`config.mk`:
```
export PLATFORM = sky130hd
export DESIGN_NAME = led_pattern_ctrl
export DESIGN_NICKNAME = d
export VERILOG_FILES = /design/src/rtl/led_ctrl_pkg.sv /design/src/rtl/btn_cond.sv /design/src/rtl/led_pattern_ctrl.sv
export SDC_FILE = /design/constraint.sdc
export NUM_CORES = 1
export LEC_CHECK = 0
export CELL_PAD_IN_SITES_DETAIL_PLACEMENT = 1
export CELL_PAD_IN_SITES_GLOBAL_PLACEMENT = 1
export CORE_MARGIN = 3
export CORE_UTILIZATION = 45
export CTS_CLUSTER_SIZE = 12
export DETAILED_ROUTE_END_ITERATION = 10
export GPL_TIMING_DRIVEN = 0
export PLACE_DENSITY = 0.81
export SYNTH_ARGS = -nofsm -noshare
export SYNTH_HDL_FRONTEND = slang
export SYNTH_SLANG_ARGS = --single-unit
```
`constraint.sdc`:
```
create_clock -name clk -period 3.85 [get_ports clk]
set_input_delay 1.155 -clock clk [delete_from_list [all_inputs] [get_ports clk]]
set_output_delay 1.155 -clock clk [all_outputs]
set_load 0.03 [all_outputs]
```
`src/rtl/led_ctrl_pkg.sv`:
```
// led_ctrl_pkg
//   Shared encodings and widths for the LED pattern controller: FSM state
//   encoding, pattern mode encoding, bounce direction, reset LED value and
//   the mode/speed/LED field widths. next_mode() gives the mode-button
//   successor (0 -> 1 -> 2 -> 0).
package led_ctrl_pkg;

  localparam int MODE_W  = 2;
  localparam int SPEED_W = 2;
  localparam int LED_W   = 8;

  localparam logic [LED_W-1:0] LED_INIT = 8'h01;

  typedef enum logic [1:0] {
    ST_IDLE  = 2'b00,
    ST_RUN   = 2'b01,
    ST_PAUSE = 2'b10
  } state_t;

  typedef enum logic [MODE_W-1:0] {
    MODE_ROL    = 2'd0,
    MODE_ROR    = 2'd1,
    MODE_BOUNCE = 2'd2
  } mode_t;

  typedef enum logic {
    DIR_LEFT  = 1'b0,
    DIR_RIGHT = 1'b1
  } dir_t;

  function automatic mode_t next_mode(input mode_t m);
    case (m)
      MODE_ROL: return MODE_ROR;
      MODE_ROR: return MODE_BOUNCE;
      default:  return MODE_ROL;
    endcase
  endfunction

endpackage

```
`src/rtl/btn_cond.sv`:
```
// btn_cond
//   Conditions one asynchronous, active-high push button into a single-cycle
//   press pulse: two-flop synchronizer, optional debounce, rising-edge detect.
//   Optional feature: define LED_CTRL_DEBOUNCE_EN to require the synchronized
//   level to stay changed for DB_CYCLES consecutive cycles before it is
//   accepted.
//   Ports:
//     clk   - clock
//     rst   - synchronous active-high reset
//     btn   - raw button input (asynchronous to clk)
//     press - one-cycle pulse per accepted rising edge
module btn_cond
  #(parameter int unsigned DB_CYCLES = 1_000_000)
  (
  input  logic clk,
  input  logic rst,
  input  logic btn,
  output logic press
);

  logic sync_p0;
  logic sync_p1;
  logic level;
  logic level_d;

`ifdef LED_CTRL_DEBOUNCE_EN
  localparam int unsigned DB_W = (DB_CYCLES > 1) ? $clog2(DB_CYCLES) : 1;

  logic [DB_W-1:0] db_cnt;

  // Debounce: a differing synchronized sample must persist for DB_CYCLES
  // consecutive cycles; any agreeing sample restarts the count.
  always_ff @(posedge clk) begin
    if (rst) begin
      level  <= 1'b1;
      db_cnt <= '0;
    end else if (sync_p1 != level) begin
      if (db_cnt == DB_W'(DB_CYCLES - 1)) begin
        level  <= sync_p1;
        db_cnt <= '0;
      end else begin
        db_cnt <= db_cnt + 1'b1;
      end
    end else begin
      db_cnt <= '0;
    end
  end
`else
  // Debounce stable-time is only consumed when debounce is compiled in.
  logic [31:0] unused_db_cycles;
  assign unused_db_cycles = DB_CYCLES;
  assign level = sync_p1;
`endif

  // Reset parks the pipeline in the "pressed" level so a button already held
  // when reset releases never produces a pulse; a real press must first be
  // seen low after reset.
  always_ff @(posedge clk) begin
    if (rst) begin
      sync_p0 <= 1'b1;
      sync_p1 <= 1'b1;
      level_d <= 1'b1;
      press   <= 1'b0;
    end else begin
      sync_p0 <= btn;
      sync_p1 <= sync_p0;
      level_d <= level;
      press   <= level & ~level_d;
    end
  end

endmodule

```
`src/rtl/led_pattern_ctrl.sv`:
```
// led_pattern_ctrl
//   Eight-LED pattern controller. Three buttons run/pause the pattern, select
//   the pattern (rotate-left, rotate-right, bounce) and select the step speed
//   (period TICK_DIV >> speed). The run FSM, tick counter and pattern register
//   live here; each button goes through its own btn_cond instance.
//   Optional feature: define LED_CTRL_DEBOUNCE_EN to debounce the buttons
//   for DB_CYCLES cycles (default build: synchronize + edge detect only).
//   Ports:
//     clk       - clock, all logic on the rising edge
//     rst       - synchronous active-high reset
//     btn_start - run/pause toggle button (async)
//     btn_mode  - pattern select button (async)
//     btn_speed - speed select button (async)
//     led       - registered one-hot LED drive
//     state     - FSM state (00 IDLE, 01 RUN, 10 PAUSE)
//     mode      - current pattern (0 rotl, 1 rotr, 2 bounce)
//     speed     - current speed index 0..3
module led_pattern_ctrl
  import led_ctrl_pkg::*;
  #(
  parameter int unsigned TICK_DIV  = 100_000_000,
  parameter int unsigned DB_CYCLES = 1_000_000
  ) (
  input  logic               clk,
  input  logic               rst,
  input  logic               btn_start,
  input  logic               btn_mode,
  input  logic               btn_speed,
  output logic [LED_W-1:0]   led,
  output logic [1:0]         state,
  output logic [MODE_W-1:0]  mode,
  output logic [SPEED_W-1:0] speed
);

  localparam int unsigned CNT_W = (TICK_DIV > 1) ? $clog2(TICK_DIV) : 1;

  logic start_press;
  logic mode_press;
  logic speed_press;

  state_t             state_q;
  mode_t              mode_q;
  dir_t               dir_q;
  logic [SPEED_W-1:0] speed_q;
  logic [LED_W-1:0]   led_q;
  logic [CNT_W-1:0]   cnt_q;
  logic               step_q;

  // Terminal count for a speed index; a shifted-out period is clamped to one
  // cycle so the counter always wraps.
  function automatic logic [CNT_W-1:0] last_count(input logic [SPEED_W-1:0] spd);
    int unsigned period;
    period = TICK_DIV >> spd;
    if (period == 0) period = 1;
    return CNT_W'(period - 1);
  endfunction

  btn_cond #(.DB_CYCLES(DB_CYCLES)) u_start (
    .clk   (clk),
    .rst   (rst),
    .btn   (btn_start),
    .press (start_press)
  );

  btn_cond #(.DB_CYCLES(DB_CYCLES)) u_mode (
    .clk   (clk),
    .rst   (rst),
    .btn   (btn_mode),
    .press (mode_press)
  );

  btn_cond #(.DB_CYCLES(DB_CYCLES)) u_speed (
    .clk   (clk),
    .rst   (rst),
    .btn   (btn_speed),
    .press (speed_press)
  );

  always_ff @(posedge clk) begin
    if (rst) begin
      state_q <= ST_IDLE;
      mode_q  <= MODE_ROL;
      dir_q   <= DIR_LEFT;
      speed_q <= '0;
      led_q   <= LED_INIT;
      cnt_q   <= '0;
      step_q  <= 1'b0;
    end else begin
      if (start_press) begin
        case (state_q)
          ST_IDLE:  state_q <= ST_RUN;
          ST_RUN:   state_q <= ST_PAUSE;
          ST_PAUSE: state_q <= ST_RUN;
          default:  state_q <= ST_IDLE;
        endcase
      end

      // Tick counter: a mode or speed press restarts the period and drops any
      // step that would otherwise be raised this cycle.
      if (mode_press || speed_press) begin
        cnt_q  <= '0;
        step_q <= 1'b0;
      end else if (state_q == ST_RUN) begin
        if (cnt_q >= last_count(speed_q)) begin
          cnt_q  <= '0;
          step_q <= 1'b1;
        end else begin
          cnt_q  <= cnt_q + 1'b1;
          step_q <= 1'b0;
        end
      end else begin
        step_q <= 1'b0;
      end

      if (speed_press) speed_q <= speed_q + 1'b1;

      // Pattern: a mode reload wins over a step landing in the same cycle.
      if (mode_press) begin
        mode_q <= next_mode(mode_q);
        led_q  <= LED_INIT;
        dir_q  <= DIR_LEFT;
      end else if (step_q) begin
        case (mode_q)
          MODE_ROL: led_q <= {led_q[LED_W-2:0], led_q[LED_W-1]};
          MODE_ROR: led_q <= {led_q[0], led_q[LED_W-1:1]};
          MODE_BOUNCE: begin
            if (dir_q == DIR_LEFT) begin
              if (led_q == 8'h80) begin
                led_q <= 8'h40;
                dir_q <= DIR_RIGHT;
              end else begin
                led_q <= led_q << 1;
              end
            end else begin
              if (led_q == 8'h01) begin
                led_q <= 8'h02;
                dir_q <= DIR_LEFT;
              end else begin
                led_q <= led_q >> 1;
              end
            end
          end
          default: led_q <= LED_INIT;
        endcase
      end
    end
  end

  assign led   = led_q;
  assign state = state_q;
  assign mode  = mode_q;
  assign speed = speed_q;

endmodule

```
* Yosys cells after proc, flatten, opt, wreduce, memory -nomap -nowiden
Index checks and enable logic that the tools add are counted. W data, S select, Z words.
Operators by class: equality and inequality tests 6, reductions and logical operators 9, add/sub/neg operators 3, divide/modulo/power cells 0, mux-type cells 15, magnitude comparators 1, bitwise gates (word level) 7, multiply operators 0, shift-type cells 1
Operator list (number):
- $mux W27 | 5
- $logic_not A32 Y1 | 1
- $shr A27 B2 Y32 const A | 1
- $add A27 B1 Y27 const B | 1
- $ge A27 B27 Y1 | 1
- $sub A27 B1 Y27 const B | 1
- $pmux W8 S3 | 1
- $mux W8 | 2
- $eq A8 B1 Y1 const B | 1
- $eq A8 B8 Y1 const B | 1
- $pmux W2 S2 | 2
- $mux W7 | 1
- $reduce_or A2 Y1 | 3
- $eq A2 B1 Y1 const B | 2
- $eq A2 B2 Y1 const B | 2
- $logic_not A2 Y1 | 2
- $mux W1 | 4
- $not A1 Y1 | 4
- $and A1 B1 Y1 | 3
- $reduce_or A3 Y1 | 1
- $add A2 B1 Y2 const B | 1
- $reduce_and A2 Y1 | 1
- $logic_or A1 B1 Y1 | 1
Word-level totals: logic and storage cells 61, flip-flop bits (word level) 55, bits in read-only memories 0, bits of input ports 5, latch bits 0, memories 0, bits in writable memories 0, output and inout port bits 14

* Logic depth before layout (Yosys ltp)
Gate-level depths: netlist (run 1).
depth after elaboration 9, mapped depth 14, mapped depth without buffers 12

* Modules after synthesis
Synthesis (run 1) repeated with hierarchy kept, for this count alone.
Second synthesis, totals: cells, all modules 344, area total of the unflattened synthesis 2981.6 um^2
By module, submodules not included:
- led_pattern_ctrl | seq. area each 860.8 um^2, times used 1, cells each 320, area an instance 2662.6 um^2
- btn_cond | seq. area each 80.1 um^2, times used 3, cells each 8, area an instance 106.4 um^2

* Worst setup path after synthesis (run 1)
OpenSTA, ideal clock, no wires.
kind reg-to-reg, start point register speed_q[0], in the netlist speed[0], end point register cnt_q[7], setup time 0.117 ns, path slack 0.975 ns, cell stages (with the launch flop) 11, data required time 3.733 ns, path buffers 1, arrival time 2.758 ns, period minus slack after synthesis 2.875 ns, cell sequence dfxtp_1 inv_1 ha_1 nor2_1 ha_1 nand3_2 or4_4 o311ai_2 buf_6 o31ai_1 a22o_1
Between the ends: word-level cells in the longest chain between the ends 9
Ends and longest elaborated chain:
- start, declared | line led_pattern_ctrl.sv:44 | logic [SPEED_W-1:0] speed_q;
- start signal, assigned | line led_pattern_ctrl.sv:115 | if (speed_press) speed_q <= speed_q + 1'b1;
- $shr A27 B2 Y32 * | line led_pattern_ctrl.sv:53 | period = TICK_DIV >> spd;
- $logic_not A32 Y1 | line led_pattern_ctrl.sv:54 | if (period == 0) period = 1;
- $mux W27 * | line led_pattern_ctrl.sv:54
- $mux W27 * | line led_pattern_ctrl.sv:103 | end else if (state_q == ST_RUN) begin
- $mux W27 * | line led_pattern_ctrl.sv:100 | if (mode_press || speed_press) begin
- $mux W27 * | line led_pattern_ctrl.sv:80 | if (rst) begin
- $sub A27 B1 Y27 * | line led_pattern_ctrl.sv:55 | return CNT_W'(period - 1);
- $ge A27 B27 Y1 * | line led_pattern_ctrl.sv:104 | if (cnt_q >= last_count(speed_q)) begin
- $mux W27 * | line led_pattern_ctrl.sv:104
- end signal, assigned | line led_pattern_ctrl.sv:108 | cnt_q <= cnt_q + 1'b1;
- end, declared | line led_pattern_ctrl.sv:46 | logic [CNT_W-1:0] cnt_q;
Every way passes the cells marked *; elsewhere a longest branch is shown, timed or not. The select of a mux whose other input is x is not followed. A chain may end at the register's enable or synchronous reset.

* Worst setup path in the final report (run 1)
start point register speed_q[0], in the netlist speed[0], end point register cnt_q[13]
The elaborated chain is that of the path after synthesis.

==> results of run 1 <==
worst max-delay path by stage:
stage          startpoint         to  slack [ns]
6_report         speed[0]  cnt_q[13]        0.75
5_1_grt          speed[0]  cnt_q[25]        0.51
4_1_cts          speed[0]  cnt_q[26]        0.69
3_5_place_dp     speed[0]   cnt_q[8]        0.75
3_3_place_gp     speed[0]   cnt_q[8]        0.80
2_1_floorplan    speed[0]   cnt_q[7]        0.98
critical path, delay by kind of cell, from the launching register on:
family	cells	cell delay, ns
simple gates	4	0.91
compound gates	2	0.65
fa+ha+maj	2	0.47
buf+inv	3	0.46
flops	1	0.49
registers in the layout, summed over array words and instances (netlist names), 2 cells and up:
register and cells:
cnt_q 27, led 8, mode 2, speed 2
state 2
kinds of logic (layout without fill, tap and decap cells):
kind of cell             after synthesis  count (layout)  share of synthesized area, %
AO/OA/AOI/OAI                         64              64                          13.6
XOR/XNOR                              21              21                          6.20
adder cells (fa/ha/maj)               29              29                          12.2
buffers and inverters                 27              53                          4.09
flip-flops                            55              55                          37.1
multiplexers                           3               3                          1.01
other                                  1               2                         0.127
AND/OR/NAND/NOR                      150             150                          25.5
stage by stage:
step	hold slack (ns)	total power, mW
floorplan	0.372	0.628
global placement	0.378	0.642
detailed placement	0.381	0.645
CTS	0.397	0.997
global route	0.422	1.03
finish	0.394	0.981
layout make-up:
class                      instances  area (um2)  share of cell area, %
sequential                        55        1100                   32.9
tap                               75        93.8                   2.81
clock buffer                       5        68.8                   2.06
inverter                          16        60.1                   1.80
clock inverter                     3        33.8                   1.01
timing repair buffer              18         180                   5.39
multi-input combinational        269        1750                   52.2
buffer                            11        61.3                   1.83
synthesized netlist by cell type, types with 2 or more instances:
cell / count
a211oi_1: 4
a21o_1: 2
a21oi_1: 30
a22o_1: 5
and2_1: 3
and3_1: 6
and4_1: 4
buf_6: 2
clkbuf_1: 6
dfxtp_1: 55
ha_1: 29
inv_1: 16
mux2i_1: 3
nand2_1: 36
nand2b_1: 3
nand3_1: 8
nand3_2: 2
nand4_1: 7
nor2_1: 43
nor2b_1: 6
nor3_1: 9
nor3b_1: 3
o21a_1: 2
o21ai_0: 8
o31ai_1: 5
or2_2: 10
or3_1: 5
xnor2_1: 10
xor2_1: 11
metal layers:
layer	GRT usage (%)	up-vias	share of wire (%)
met5	0	-	0
met4	6.14	0	1.2
met3	3.31	5	1.8
met2	34.0	20	49
met1	25.3	1185	48
li1	-	1265	-
power by group through the flow:
stage	registers (mW)	logic, mW	clock network, mW
2_1_floorplan	0.594	0.0340	0
3_3_place_gp	0.594	0.0487	0
3_5_place_dp	0.594	0.0504	0
4_1_cts	0.581	0.0507	0.365
5_1_grt	0.583	0.0574	0.390
6_report	0.581	0.0496	0.350
cell usage in the layout, fill, tap and decap left out, types with 3 or more instances in the layout:
cell type	count
dfxtp_1	55
nor2_1	43
nand2_1	36
a21oi_1	30
ha_1	29
clkdlybuf4s50_1	18
inv_1	16
xor2_1	11
xnor2_1	10
or2_2	10
nor3_1	9
nand3_1	8
o21ai_0	8
nand4_1	7
nor2b_1	6
and3_1	6
clkbuf_1	6
or3_1	5
o31ai_1	5
a22o_1	5
clkbuf_8	5
and4_1	4
a211oi_1	4
and2_1	3
mux2i_1	3
nor3b_1	3
nand2b_1	3
==> out/metrics.cfg, run 1 <==
[run_status]
outcome = completed

[synth]
syn_area_um2 = 2960
synth_area_leader_cell = dfxtp_1
ys_warn_count = 0
postSynthCellCount = 350
yosys-top-cells-area = dfxtp_1 37%, ha_1 12%, nor2_1 5.4%
ys_types = 46
synth_edf_count = 0
synth_top_area_share_pct = 37.1
yosysSeqAreaShare_pct = 37.1
synth_flop_cell = dfxtp_1
synth_area_per_cell_um2 = 8.47
ys_ff_latch = 55
async_flop_share_pct = 0

[routing]
ant_nets = 0
wl_per_cell_um = 14.6
dr_total_vias = 2475
drtIter0Drc = 57
wl_um = 6600
drc_errors = 0
vias_per_cell = 5.48
drt_pass1_iterations = 4

[worst_setup_path]
reg2reg_setup_slack_ns = 0.75
cpMaxStageDelayCell = or4_4
rr_worst_depth = 11
r2r-end = cnt_q[13]
cp_max_fo = 10
cp_cell_sequence = inv_1, ha_1, nor2_1, ha_1, nand3_2, or4_4, o311ai_2, a21o_1, buf_4, buf_6, nor2_1
worstSetupPathType = reg -> reg
crit_arrival_ns = 3.31
reg2reg_from = speed[0]
max_stage_delay_ns = 0.56
critPathCaptureType = register
cp-start-kind = register
cp.required_ns = 4.06

[clocking]
cts_made_buffers = 5
tritoncts = done
cts_setup_buffers = 0
path_clk_slew_ns = 0.11
hold_buffers = 0
clockRootBuffer = clkbuf_8
cts_resized = 0
cts_max_level = 2
clock-sinks = 55
clockBufferDepth = 2
clkLatencyLatePin_ns = 0.32

[final_layout]
fin_util_pct = 54.6
post-route-cell-area_um2 = 3340
areaGrowthSynthToFinish_pct = 12.8
diodes = 0
fin_cells = 452
n_fill_cell = 759
drive_above_1_share_pct = 7.16
nNetsFinal = 410

[grt]
antenna_found_initial = 0
grt.overflow.total = 0
grt_use_total_pct = 19.8
grt_first_pass_wirelength_um = 12000
grt_pass1_vias = 2603
grt_max_degree = 21

[floorplanning]
core_um2 = 6130
die_w_um = 87.2
num_rows = 28
die_area_um2 = 7600
io_pins = 19
fp.dieH_um = 87.2
initial_core_util_pct = 48.3

[place]
port_buffers = 18
place_inst = 444
dpl.hpwl_um = 5030
gp_congestion = 0.826
postPlaceCellArea_um2 = 3240
pre_cts_slack_ns = 0.747

[power]
p_sw_uw = 246
combPwrFrac_pct = 5.1
clkPwrFrac_pct = 35.7
pwr_density_cell_nw_per_um2 = 293
switching_share_pct = 25.1
leakage_nw = 1.30
irDropWorstVdd_mv = 0.188
intPower_uw = 735
p_seq_share_pct = 59.2

[timing]
setup_tns_ns = 0
setup_ws_ns = 0.751
setup_viol = 0
tightest_slew_ns = 0.702
hold_viol_final = 0
slew_headroom_pct = 52.8
max_freq_mhz = 323
rsz0062_at_grt = no
finalCriticalPeriod_ns = 3.10
min_period_over_period_pct = 80.5
fin_worst_skew_ns = 0.0141
drv_slew = 0

[hold_path]
min_path_cells = 1
min_from = u_speed.level_d
hold_path.class = reg -> reg
whs_endpoint = u_speed.press

[flow_run]
maxCapViolCount = 0

Note: power is estimated with default switching activity, not from simulation.
==> inputs of run 2 (changes only) <==
==> constraint.sdc (replaced) <==
create_clock -name clk -period 3.13 [get_ports clk]
set_input_delay 0.939 -clock clk [delete_from_list [all_inputs] [get_ports clk]]
set_output_delay 0.939 -clock clk [all_outputs]
set_load 0.03 [all_outputs]
==> out/metrics.cfg, run 2 (synthesis results as in run 1) <==
[worst_setup_path]
cp_max_fo = 10  ; unchanged
reg2reg_from = speed[0]
crit_arrival_ns = 3.15  ; -0.16 ns
rr_worst_depth = 11  ; unchanged
max_stage_delay_ns = 0.58  ; +0.02 ns
r2r-end = cnt_q[13]
cpMaxStageDelayCell = or4_4
crit_buf_inv = 3  ; unchanged
cp.required_ns = 3.34  ; -0.72 ns
reg2reg_setup_slack_ns = 0.19  ; -0.56 ns
path_delay_family = simple AND/OR/NAND/NOR gates
cp-start-kind = register
critPathCaptureType = register
cp_cell_sequence = inv_1, ha_1, nor2_1, ha_1, nand3_2, or4_4, o311ai_4, a21o_1, buf_4, buf_6, nor2_1
worstSetupPathType = reg -> reg

[routing]
highest_layer = met4
vias_per_cell = 5.50  ; +0.40%
wl_met1_um = 3150  ; about the same
drc_errors = 0  ; unchanged
drtIter0Drc = 64  ; +12%
ant_nets = 0  ; unchanged
wl_um = 6630  ; +0.44%
drt_pass1_iterations = 4  ; unchanged
dr_total_vias = 2485  ; +0.40%
dr_wl_met3_um = 118  ; unchanged
wl_met2_um = 3280  ; +0.99%
wl_per_cell_um = 14.7  ; +0.44%

[floorplanning]
num_rows = 28  ; unchanged
io_pins = 19  ; unchanged
core_um2 = 6130  ; unchanged
fp.dieH_um = 87.2  ; unchanged
initial_core_util_pct = 48.3  ; unchanged
die_w_um = 87.2  ; unchanged
die_area_um2 = 7600  ; unchanged

[place]
pre_cts_slack_ns = 0.0274  ; -0.720 ns
port_buffers = 18  ; unchanged
dpl.hpwl_um = 5030  ; unchanged
gp_congestion = 0.826  ; unchanged
postPlaceCellArea_um2 = 3240  ; unchanged

[timing]
timing.hold.ws_ns = 0.394  ; unchanged
setup_viol = 0  ; unchanged
fin_worst_skew_ns = 0.0141  ; -0.000000800 ns
drv_slew = 0  ; unchanged
rsz0062_at_grt = no
setup_tns_ns = 0  ; unchanged
finalCriticalPeriod_ns = 2.94  ; -0.162 ns
min_period_over_period_pct = 93.8  ; +13 points
tightest_slew_ns = 0.707  ; +0.00440 ns
hold_viol_final = 0  ; unchanged
setup_ws_ns = 0.194  ; -0.558 ns
slew_headroom_pct = 52.5  ; -0.30 points
max_freq_mhz = 341  ; +5.5%

[clocking]
clock-sinks = 55  ; unchanged
cts_max_level = 2  ; unchanged
clockBufferDepth = 2  ; unchanged
tritoncts = done
clockRootBuffer = clkbuf_8
path_clk_slew_ns = 0.11  ; about the same
cts_setup_buffers = 0  ; unchanged
clkLatencyLatePin_ns = 0.32  ; about the same
cts_made_buffers = 5  ; unchanged

[final_layout]
largest_register_ffs = 27  ; unchanged
diodes = 0  ; unchanged
final_common_cell = dfxtp_1
final_cell_mix = 53 x dfxtp_1, 43 x nor2_1, 36 x nand2_1
post-route-cell-area_um2 = 3360  ; +0.37%
regMostFlops = cnt_q
n_fill_cell = 754  ; -0.66%
register_area_um2 = 1100  ; +0.23%
nNetsFinal = 410  ; unchanged
areaGrowthSynthToFinish_pct = 13.3
drive_above_1_share_pct = 7.69  ; +0.53 points
multi_input_area_um2 = 1760  ; +0.57%

[grt]
grt.overflow.total = 0  ; unchanged
grt_use_total_pct = 19.8  ; about the same
grt_pass1_vias = 2609  ; +0.23%
antenna_found_initial = 0  ; unchanged
grt_max_degree = 21  ; unchanged
grt_first_pass_wirelength_um = 12100  ; +0.17%

[hold_path]
min_path_cells = 1  ; unchanged
hold_path.class = reg -> reg
min_from = u_speed.level_d
whs_endpoint = u_speed.press

[power]
pwr_density_cell_nw_per_um2 = 360  ; +23%
leakage_nw = 1.34  ; +3.3%
irDropWorstVdd_mv = 0.231  ; +23%

[run_status]
outcome = completed

[flow_run]
maxCapViolCount = 0  ; unchanged

[run 2: worst max path at each step]
stage | from | to | slack [ns] | cells after the start
2_1_floorplan | speed[0] | cnt_q[7] | 0.26 | 10
3_3_place_gp | speed[0] | cnt_q[8] | 0.08 | 11
3_5_place_dp | speed[0] | cnt_q[8] | 0.03 | 11
4_1_cts | speed[0] | cnt_q[26] | 0.06 | 11
5_1_grt | speed[0] | cnt_q[25] | 0.004 | 11
6_report | speed[0] | cnt_q[13] | 0.19 | 11
[run 2: layout make-up]
| class | count | share of cell area, % |
|---|---|---|
| multi-input combinational | 269 | 52.3 |
| sequential | 55 | 32.9 |
| timing repair buffer | 18 | 5.37 |
| tap | 75 | 2.80 |
| clock buffer | 5 | 2.05 |
| buffer | 11 | 1.83 |
| inverter | 16 | 1.79 |
| clock inverter | 3 | 1.01 |
[run 2: timing repair]
action,4_1_cts,5_1_grt
hold buffers,0,0
setup endpoints to repair,10,16
resized for setup,1,2
gates cloned,0,0
[run 2: metal layers]
layer	up-vias	track usage, %
li1	1265	-
met1	1195	25.2
met2	20	34.2
met3	5	3.31
met4	0	6.14
met5	-	0
[run 2: through the flow]
step	power, mW	instances	utilization, %
floorplan	0.772	351	-
global placement	0.790	444	52.9
detailed placement	0.793	444	52.9
CTS	1.23	452	54.7
global route	1.27	452	54.8
finish	1.21	452	54.8
[run 2: power breakdown]
group	leakage (nW)	switching, mW	internal [mW]
Clock	0.0515	0.262	0.169
Combinational	0.840	0.0346	0.0269
Sequential	0.446	0.00713	0.708
